--- src/rtl/aes_round_sequencer_if.sv ---
// ---------------------------------------------------------------------------
// aes_round_sequencer_if
//   Bundles every non-clock signal of the iterative AES-128 round sequencer:
//   the producer handshake, the consumer handshake, and the link to the
//   shared combinational round core.
//
//   Producer side : in_valid, in_ready, datain[127:0], key[127:0]
//   Consumer side : out_valid, out_ready, dataout[127:0], busy
//   Core side     : core_rc[CW-1:0], core_last, core_data[127:0],
//                   core_key[127:0], core_rndout[127:0], core_keyout[127:0]
//
//   slave  : view taken by the sequencer itself
//   master : view taken by the surrounding environment (source, sink, core)
// ---------------------------------------------------------------------------
interface aes_round_sequencer_if #(
  parameter int CW = 4
);

  logic          in_valid;
  logic          in_ready;
  logic [127:0]  datain;
  logic [127:0]  key;

  logic          out_valid;
  logic          out_ready;
  logic [127:0]  dataout;
  logic          busy;

  logic [CW-1:0] core_rc;
  logic          core_last;
  logic [127:0]  core_data;
  logic [127:0]  core_key;
  logic [127:0]  core_rndout;
  logic [127:0]  core_keyout;

  modport slave (
    input  in_valid, datain, key, out_ready, core_rndout, core_keyout,
    output in_ready, out_valid, dataout, busy,
           core_rc, core_last, core_data, core_key
  );

  modport master (
    output in_valid, datain, key, out_ready, core_rndout, core_keyout,
    input  in_ready, out_valid, dataout, busy,
           core_rc, core_last, core_data, core_key
  );

endinterface

--- src/rtl/aes_round_sequencer.sv ---
// ---------------------------------------------------------------------------
// aes_round_sequencer
//   Iterative AES-128 encryption controller. One combinational round core is
//   reused for all ten rounds: the sequencer holds the cipher state and the
//   current round key in registers, feeds them to the core together with the
//   round index, and captures the core's result on every clock edge until the
//   final round has been applied. The ciphertext is then presented on a
//   valid/ready handshake and held until the consumer takes it.
//
//   Ports:
//     clk    : single clock, all state updates on the rising edge
//     rst_n  : asynchronous, active-low reset
//     i_bus  : aes_round_sequencer_if.slave
//              producer  -> in_valid, datain, key / in_ready
//              consumer  -> out_ready / out_valid, dataout, busy
//              round core-> core_rndout, core_keyout /
//                           core_rc, core_last, core_data, core_key
//
//   Timing: a block accepted on edge T produces out_valid after edge T+10.
//   With out_ready held high a new block can be accepted on the very edge
//   that retires the previous result, giving one block every 11 cycles.
// ---------------------------------------------------------------------------
module aes_round_sequencer #(
  parameter int ROUNDS = 10,
  parameter int CW     = 4
) (
  input  logic                    clk,
  input  logic                    rst_n,
  aes_round_sequencer_if.slave    i_bus
);

  // Index of the final round; the core skips MixColumns when it sees it.
  localparam logic [CW-1:0] LastRnd = CW'(ROUNDS - 1);

  typedef enum logic [1:0] {
    IDLE  = 2'd0,
    ROUND = 2'd1,
    DONE  = 2'd2
  } state_t;

  state_t        r_state;
  state_t        w_nextState;

  logic [127:0]  r_stateReg;
  logic [127:0]  r_keyReg;
  logic [127:0]  r_dataout;
  logic [CW-1:0] r_rndCnt;
  logic          r_outValid;

  logic          w_inReady;
  logic          w_busy;
  logic          w_accept;
  logic          w_lastRnd;

  assign w_lastRnd = (r_rndCnt == LastRnd);
  assign w_accept  = i_bus.in_valid & w_inReady;

  // Next-state and handshake decode. DONE can hand straight over to ROUND
  // when the result is taken on the same edge a new block arrives, so the
  // pipeline never inserts an idle bubble between back-to-back blocks.
  always_comb begin
    w_nextState = r_state;
    w_inReady   = 1'b0;
    w_busy      = 1'b0;
    case (r_state)
      IDLE: begin
        w_inReady = 1'b1;
        if (i_bus.in_valid) begin
          w_nextState = ROUND;
        end
      end
      ROUND: begin
        w_busy = 1'b1;
        if (w_lastRnd) begin
          w_nextState = DONE;
        end
      end
      DONE: begin
        if (i_bus.out_ready) begin
          w_inReady   = 1'b1;
          w_nextState = i_bus.in_valid ? ROUND : IDLE;
        end
      end
      default: begin
        w_nextState = IDLE;
      end
    endcase
  end

  // State register.
  always_ff @(posedge clk or negedge rst_n) begin
    if (!rst_n) begin
      r_state <= IDLE;
    end else begin
      r_state <= w_nextState;
    end
  end

  // Datapath registers. An accepted block is loaded with the round-0
  // AddRoundKey already applied, so the core only ever sees rounds 1..10.
  // The counter is cleared on the final round and therefore never wraps.
  always_ff @(posedge clk or negedge rst_n) begin
    if (!rst_n) begin
      r_stateReg <= '0;
      r_keyReg   <= '0;
      r_dataout  <= '0;
      r_rndCnt   <= '0;
      r_outValid <= 1'b0;
    end else begin
      if (w_accept) begin
        r_stateReg <= i_bus.datain ^ i_bus.key;
        r_keyReg   <= i_bus.key;
        r_rndCnt   <= '0;
      end else if (r_state == ROUND) begin
        r_stateReg <= i_bus.core_rndout;
        r_keyReg   <= i_bus.core_keyout;
        if (w_lastRnd) begin
          r_rndCnt   <= '0;
          r_dataout  <= i_bus.core_rndout;
          r_outValid <= 1'b1;
        end else begin
          r_rndCnt <= r_rndCnt + CW'(1);
        end
      end

      // Result leaves on the handshake; dataout keeps its last value.
      if ((r_state == DONE) && i_bus.out_ready) begin
        r_outValid <= 1'b0;
      end
    end
  end

  // The core sees registers only, never the producer inputs directly.
  assign i_bus.in_ready  = w_inReady;
  assign i_bus.busy      = w_busy;
  assign i_bus.out_valid = r_outValid;
  assign i_bus.dataout   = r_dataout;
  assign i_bus.core_rc   = r_rndCnt;
  assign i_bus.core_last = w_lastRnd;
  assign i_bus.core_data = r_stateReg;
  assign i_bus.core_key  = r_keyReg;

endmodule

--- src/flat_wrapper.sv ---
// flat-port wrapper written by rule: the top's interface ports become plain ports
module aes_round_sequencer_flat 
#(
  parameter int ROUNDS = 10,
  parameter int CW     = 4
)
  (clk, rst_n, i_bus_in_valid, i_bus_datain, i_bus_key, i_bus_out_ready, i_bus_core_rndout, i_bus_core_keyout, i_bus_in_ready, i_bus_out_valid, i_bus_dataout, i_bus_busy, i_bus_core_rc, i_bus_core_last, i_bus_core_data, i_bus_core_key);
  aes_round_sequencer_if #(.CW(CW)) i_bus_i ();
  input  logic clk;
  input  logic rst_n;
  input wire logic [$bits(i_bus_i.in_valid)-1:0] i_bus_in_valid;
  input wire logic [$bits(i_bus_i.datain)-1:0] i_bus_datain;
  input wire logic [$bits(i_bus_i.key)-1:0] i_bus_key;
  input wire logic [$bits(i_bus_i.out_ready)-1:0] i_bus_out_ready;
  input wire logic [$bits(i_bus_i.core_rndout)-1:0] i_bus_core_rndout;
  input wire logic [$bits(i_bus_i.core_keyout)-1:0] i_bus_core_keyout;
  output wire logic [$bits(i_bus_i.in_ready)-1:0] i_bus_in_ready;
  output wire logic [$bits(i_bus_i.out_valid)-1:0] i_bus_out_valid;
  output wire logic [$bits(i_bus_i.dataout)-1:0] i_bus_dataout;
  output wire logic [$bits(i_bus_i.busy)-1:0] i_bus_busy;
  output wire logic [$bits(i_bus_i.core_rc)-1:0] i_bus_core_rc;
  output wire logic [$bits(i_bus_i.core_last)-1:0] i_bus_core_last;
  output wire logic [$bits(i_bus_i.core_data)-1:0] i_bus_core_data;
  output wire logic [$bits(i_bus_i.core_key)-1:0] i_bus_core_key;
  assign i_bus_i.in_valid = i_bus_in_valid;
  assign i_bus_i.datain = i_bus_datain;
  assign i_bus_i.key = i_bus_key;
  assign i_bus_i.out_ready = i_bus_out_ready;
  assign i_bus_i.core_rndout = i_bus_core_rndout;
  assign i_bus_i.core_keyout = i_bus_core_keyout;
  assign i_bus_in_ready = i_bus_i.in_ready;
  assign i_bus_out_valid = i_bus_i.out_valid;
  assign i_bus_dataout = i_bus_i.dataout;
  assign i_bus_busy = i_bus_i.busy;
  assign i_bus_core_rc = i_bus_i.core_rc;
  assign i_bus_core_last = i_bus_i.core_last;
  assign i_bus_core_data = i_bus_i.core_data;
  assign i_bus_core_key = i_bus_i.core_key;
  aes_round_sequencer #(.ROUNDS(ROUNDS), .CW(CW)) u_core (.clk(clk), .rst_n(rst_n), .i_bus(i_bus_i));
endmodule
--- config.mk ---
export PLATFORM = sky130hd
export DESIGN_NAME = aes_round_sequencer_flat
export DESIGN_NICKNAME = d
export VERILOG_FILES = /design/src/rtl/aes_round_sequencer_if.sv /design/src/rtl/aes_round_sequencer.sv /design/src/flat_wrapper.sv
export SDC_FILE = /design/constraint.sdc
export NUM_CORES = 1
export LEC_CHECK = 0
export ABC_AREA = 1
export CORE_AREA = 5 5 355 357
export DETAILED_ROUTE_END_ITERATION = 7
export DIE_AREA = 0 0 360 362
export PLACE_DENSITY = 0.36
export SLEW_MARGIN = 20
export SYNTH_ARGS = -nofsm -noshare
export SYNTH_HDL_FRONTEND = slang
export SYNTH_SLANG_ARGS = --single-unit
--- constraint.sdc ---
create_clock -name clk -period 2.3 [get_ports clk]
set_clock_uncertainty 0.1 [all_clocks]
set_input_delay 0.69 -clock clk [delete_from_list [all_inputs] [get_ports clk]]
set_output_delay 0.69 -clock clk [all_outputs]
set_load 0.005 [all_outputs]
==> results.tsv, run 1 <==
metric	value	unit
r2r setup slk	0.11	ns
Die H	362	um
Final GP Congestion	0.814	
vias in the first global route	22600	
global route total overflow	0	
leakage power	0.0170	uW
failing checks	setup timing	
Final nets	4272	
crit path cell chain	inv_1 > ha_2 > nand2_2 > nor2_4 > buf_6	
startpoint types	flip-flop	
Crit-path slowest cell	dfrtp_1	
drt pass-1 iters	5	
post-layout worst setup margin	-0.146	ns
CTS buffer count	54	
largest net degree at the start of global routing	97	
# port buffers	907	
drt drc	0	
final core utilization	27.3	%
CTS tree	built	
Starting Density	16.5	%
Crit path max-delay family	flip-flops	
1st-iter DRT viols	1492	
Worst Max-Slew Pin Slew	0.628	ns
crit end category	primary output	
Final Hold Viols	0	
Worst Hold Path EP	u_core.i_bus.dataout[14]	
commonest non-fill, non-tap cell in the layout	nand2_1	
Max-slew headroom	58.2	%
Multi-input gate area	0.00860	mm^2
maxcap violations	0	
core footprint	0.123	mm^2
most frequent cells in the layout	1,165 x nand2_1, 812 x nand3_1, 512 x clkdlybuf4s50_1	
count of final max-slew check failures	0	
Tot GR Track Use	17.3	%
syn nets	3362	
Sum Neg Setup Slack	-0.237	ns
reg-to-reg critical path endpoint	u_core.i_bus.dataout[11]	
CP max stage delay	0.38	ns
Synth Register Bits	391	
fmax	0.409	GHz
Setup-failing EPs final	2	
Crit Path Max Fanout	2	
Max Buffers Root-to-Sink	3	
H-tree lvl count	2	
sequential share of the synthesized area	48.3	%
FF-to-FF Start	u_core.i_bus.core_rc[1]	
num rows	129	
Routed WL	118000	um
YS warnings	0	
chip width	360	um
drt wl/cell	21.6	um
Max VDD drop	0.000552	V
fillers	13600	
CTS sink cnt	391	
first-pass GRT wire length	168000	um
WS Path Type	reg -> out	
initial antenna violation count	37	
worst reg2reg path depth	10	
unrepaired setup endpoints after global routing	yes	
root buf cell	clkbuf_16	
placed insts	5320	
flip-flop and latch area	0.00979	mm^2
clock-pin slew on the worst setup and hold paths	0.05	ns
pre-CTS setup slack	-0.192	ns
Distinct cells, synth	21	
PD cells	1190	mW/mm^2
IO Pins	908	
WP buf/inv	2	
worst skew pair latency	0.62	ns
Vias/cell	4.08	
Antenna Nets Post-Route	0	
DR vias	22200	
min-delay src	u_core.i_bus.dataout[14]	
Area growth, synth to finish	65.1	%
detailed placement HPWL	91000	um
Final Power	39700	uW
status	finished, violations left	
final critical-path required period	2.45	ns
Die ar.	0.130	mm^2
Final Cycle Share	106	%
Post-Syn Area per Cell	7.12	um^2
layout cell share with drive strength beyond 1	6.15	%
non-filler cells, final	5447	
Hold Crit Class	reg -> reg	
CP Data Arrival Time	1.66	ns
Gate Count Post-Synth	2844	
synthesized area	0.0203	mm^2
critical path data required time	1.51	ns
Hold Path Depth	2	
-- worst register-to-register path, delay by kind of cell (launching register included) --
family | cells | cell delay [ns]
DFF | 1 | 0.38
and+or+nand+nor | 4 | 0.58
buffers and inverters | 5 | 0.91
adders and majority gates | 1 | 0.18
-- registers in the layout, indices dropped and copies added (netlist names) --
name	count
u_core.i_bus.core_data	128
u_core.i_bus.core_key	128
u_core.i_bus.dataout	128
u_core.i_bus.core_rc	4
u_core.r_state	2
u_core.i_bus.out_valid	1
-- stage by stage --
step                      cell area [um^2]  hold WS, ns
after global routing                 33400        0.382
after detailed placement             32100        0.358
final                                33400        0.360
after floorplan                      20300        0.294
after CTS                            33400        0.360
after global placement               32100        0.353
-- where the power goes --
part           switching [uW]  internal [uW]  total [uW]
Sequential               1970          10400       12400
Clock                    3500           4800        8300
Combinational           10800           8180       19000
Total                   16300          23400       39700
-- synth_stat cells --
cell type | instances | share of area [%]
nand3_1 | 813 | 20
clkbuf_1 | 51 | 0.95
buf_2 | 135 | 3.3
nand2_1 | 1167 | 22
a21oi_2 | 1 | 0.043
nor2_2 | 1 | 0.031
inv_1 | 261 | 4.8
nor2_8 | 1 | 0.099
dfrtp_1 | 391 | 48
ha_1 | 2 | 0.12
buf_4 | 4 | 0.15
xor2_1 | 1 | 0.043
nand4_1 | 1 | 0.031
inv_2 | 1 | 0.019
o21ai_0 | 3 | 0.074
a21oi_1 | 1 | 0.025
o21ai_1 | 1 | 0.025
nor2_1 | 4 | 0.074
inv_4 | 1 | 0.031
buf_1 | 3 | 0.056
clkbuf_2 | 1 | 0.025
-- logic make-up after synthesis --
family	share of synthesized area [%]
AOI/OAI and AO/OA	0.167
xor gates and xnor gates	0.0433
adders and majority gates	0.124
DFF	48.3
buffers and inverters	9.40
and+or+nand+nor	42.0
-- worst max path at each step --
stage	startpoint	endpoint	cells past startpoint
after CTS	u_core.i_bus.core_rc[1]	i_bus_core_last	5
after detailed placement	i_bus_out_ready	i_bus_in_ready	5
final	u_core.i_bus.core_rc[1]	i_bus_core_last	5
after global routing	u_core.i_bus.core_rc[1]	i_bus_core_last	5
after floorplan	i_bus_out_ready	i_bus_in_ready	4
after global placement	i_bus_out_ready	i_bus_in_ready	5
-- area by class of cell --
class	instances	area share [%]
Antenna cell	21	0.157
Clock buffer	82	4.75
Clock inverter	9	0.221
Inverter	263	2.99
Multi-Input combinational cell	1996	25.7
Sequential cell	391	29.3
Tap cell	1637	6.13
Timing Repair Buffer	1048	30.7
-- metal layers --
metal	share of wire, %	track usage, %
met1	42	21.1
met2	48	29.2
met3	8.3	6.32
met4	2.4	4.31
met5	0.095	0
-- what timing repair did --
| action | CTS | global route |
|---|---|---|
| gates resized for setup | 410 | 3 |
| endpoints found under the hold margin | 15 | 0 |
| endpoints found under the setup margin | 392 | 4 |
| pin swaps | 3 | 2 |
| buffers inserted | 10 | 4 |
| hold buffers | 1 | 0 |
(Power assumes the default switching activity.)
==> run 2: changes to the inputs <==
- SKIP_CTS_REPAIR_TIMING: default -> 1
==> run 2 against run 1 <==
Net effect:
- sequential power barely moved
- design area is 4.6% higher
- final cell count is 0.22% higher
- flip-flop and latch count unchanged
- sequential share of layout area down 1.3 points
- first-iteration DRC count down 4.4%
- via count is 0.24% higher
- combinational power grew 9%
- largest power group unchanged
- wire length grew 0.36%
- worst hold slack worse by 0.046 ns
- die area stayed put
- the run still ends with setup timing left
- core utilization is 1.3 points higher
==> results.tsv, run 2 (same netlist as run 1, synthesis figures left out) <==
metric	value	unit
Crit Path Max Fanout	2	
chip width	360	um
Psw	16300	uW
FF-to-FF Start	u_core.r_state[1]	
Hold Crit Class	in -> reg	
sequential share of power	30.0	%
Max-slew headroom	57.1	%
first-pass GRT wire length	167000	um
Hold Path Depth	4	
Routed met2 length	56900	um
Routed WL	118000	um
vias in the first global route	22500	
Area growth, synth to finish	72.7	%
Worst Max-Slew Pin Slew	0.644	ns
core footprint	0.123	mm^2
largest net degree at the start of global routing	97	
r2r setup slk	0.20	ns
num rows	129	
maxcap violations	0	
Tot GR Track Use	17.3	%
pre-CTS setup slack	-0.192	ns
Area after DPL	0.0321	mm^2
status	finished, violations left	
Die H	362	um
worst reg2reg path depth	9	
layout cell share with drive strength beyond 1	6.34	%
leakage power	0.0203	uW
# port buffers	907	
final critical-path required period	2.46	ns
global route total overflow	0	
critical path data required time	1.51	ns
placed insts	5320	
worst skew pair latency	0.62	ns
Max VDD drop	0.000550	V
crit end category	primary output	
count of final max-slew check failures	0	
reg-to-reg critical path endpoint	u_core.i_bus.core_data[80]	
unrepaired setup endpoints after global routing	yes	
post-layout worst setup margin	-0.161	ns
combinational share of power	50.1	%
drt pass-1 iters	5	
drt drc	0	
CP Data Arrival Time	1.67	ns
most frequent cells in the layout	1,166 x nand2_1, 812 x nand3_1, 512 x clkdlybuf4s50_1	
commonest non-fill, non-tap cell in the layout	nand2_1	
Final Cycle Share	107	%
IO Pins	908	
WS Path Type	reg -> out	
final core utilization	28.5	%
design area	0.0350	mm^2
sw frac	39.4	%
Max Buffers Root-to-Sink	3	
failing checks	setup timing	
clock-pin slew on the worst setup and hold paths	0.06	ns
DR vias	22300	
initial antenna violation count	37	
Vias/cell	4.08	
Antenna Nets Post-Route	0	
root buf cell	clkbuf_16	
Starting Density	16.5	%
Final Hold Viols	0	
H-tree lvl count	2	
Die ar.	0.130	mm^2
detailed placement HPWL	91000	um
Routed met3 length	9640	um
Worst Hold Path EP	u_core.i_bus.out_valid	
startpoint types	flip-flop	
drt wl/cell	21.7	um
PD cells	1180	mW/mm^2
Clock Power Share	20.0	%
Final nets	4284	
min-delay src	i_bus_out_ready	
fmax	0.406	GHz
non-filler cells, final	5459	
CTS buffer count	54	
Final GP Congestion	0.814	
CTS tree	built	
top routing layer in use	met5	
M1 WL	49100	um
CTS sink cnt	391	
1st-iter DRT viols	1426	
Setup-failing EPs final	2	
P_int	25100	uW
[run 2: changes by cell type in the layout (fill, tap and decap cells not counted)]
cell,delta
clkbuf_2,-1
buf_4,+12
nand2_1,+1
ha_1,+1
dlygate4sd2_1,-386
buf_6,-1
ha_2,-1
nand2_2,-1
dlymetal6s2s_1,+390
clkdlybuf4s15_1,-2
[run 2: area by class of cell]
| type | count | area (um^2) |
|---|---|---|
| fill | 13400 | 87700 |
| timing repair buffer | 1060 | 11800 |
| sequential | 391 | 9790 |
| multi-input combinational | 1996 | 8600 |
| tap | 1637 | 2050 |
| clock buffer | 82 | 1590 |
| inverter | 263 | 1000 |
| clock inverter | 9 | 73.8 |
| antenna | 21 | 52.6 |
[run 2: per-layer routing]
layer  vias up  global-route usage, %
li1      10900                      -
met1     10500                   21.1
met2       699                   29.1
met3       152                   6.33
met4        20                   4.31
met5         -                      0
[run 2: per-stage QoR]
stage	TNS (ns)	hold WS (ns)	power, uW
after floorplan	0	0.294	20000
after global placement	-14.49	0.353	34500
after detailed placement	-14.27	0.358	34400
after CTS	-36.88	-0.119	43100
after global routing	-0.463	0.367	44500
final	-0.239	0.314	41400
[run 2: power groups by stage]
| stage | Clock (uW) | Combinational, uW | Sequential [uW] |
|---|---|---|---|
| finish | 8280 | 20700 | 12400 |
| global route | 8880 | 22800 | 12800 |
| CTS | 8660 | 21900 | 12600 |
| detailed placement | 0 | 21800 | 12600 |
| global placement | 0 | 21900 | 12600 |
| floorplan | 0 | 7380 | 12600 |
[run 2: worst max path at each step]
| stage | start | endpoint | cells past startpoint |
|---|---|---|---|
| floorplan | i_bus_out_ready | i_bus_in_ready | 4 |
| global placement | i_bus_out_ready | i_bus_in_ready | 5 |
| detailed placement | i_bus_out_ready | i_bus_in_ready | 5 |
| CTS | u_core.i_bus.core_rc[1] | i_bus_core_last | 5 |
| global route | u_core.i_bus.core_rc[1] | i_bus_core_last | 5 |
| finish | u_core.i_bus.core_rc[1] | i_bus_core_last | 5 |
[run 2: worst max-delay path: stages, from the launching register on]
cell and delay, ns:
dfrtp_1 0.38, inv_1 0.07, ha_1 0.14, nand2_1 0.08, nor2_4 0.19, clkbuf_2 0.19
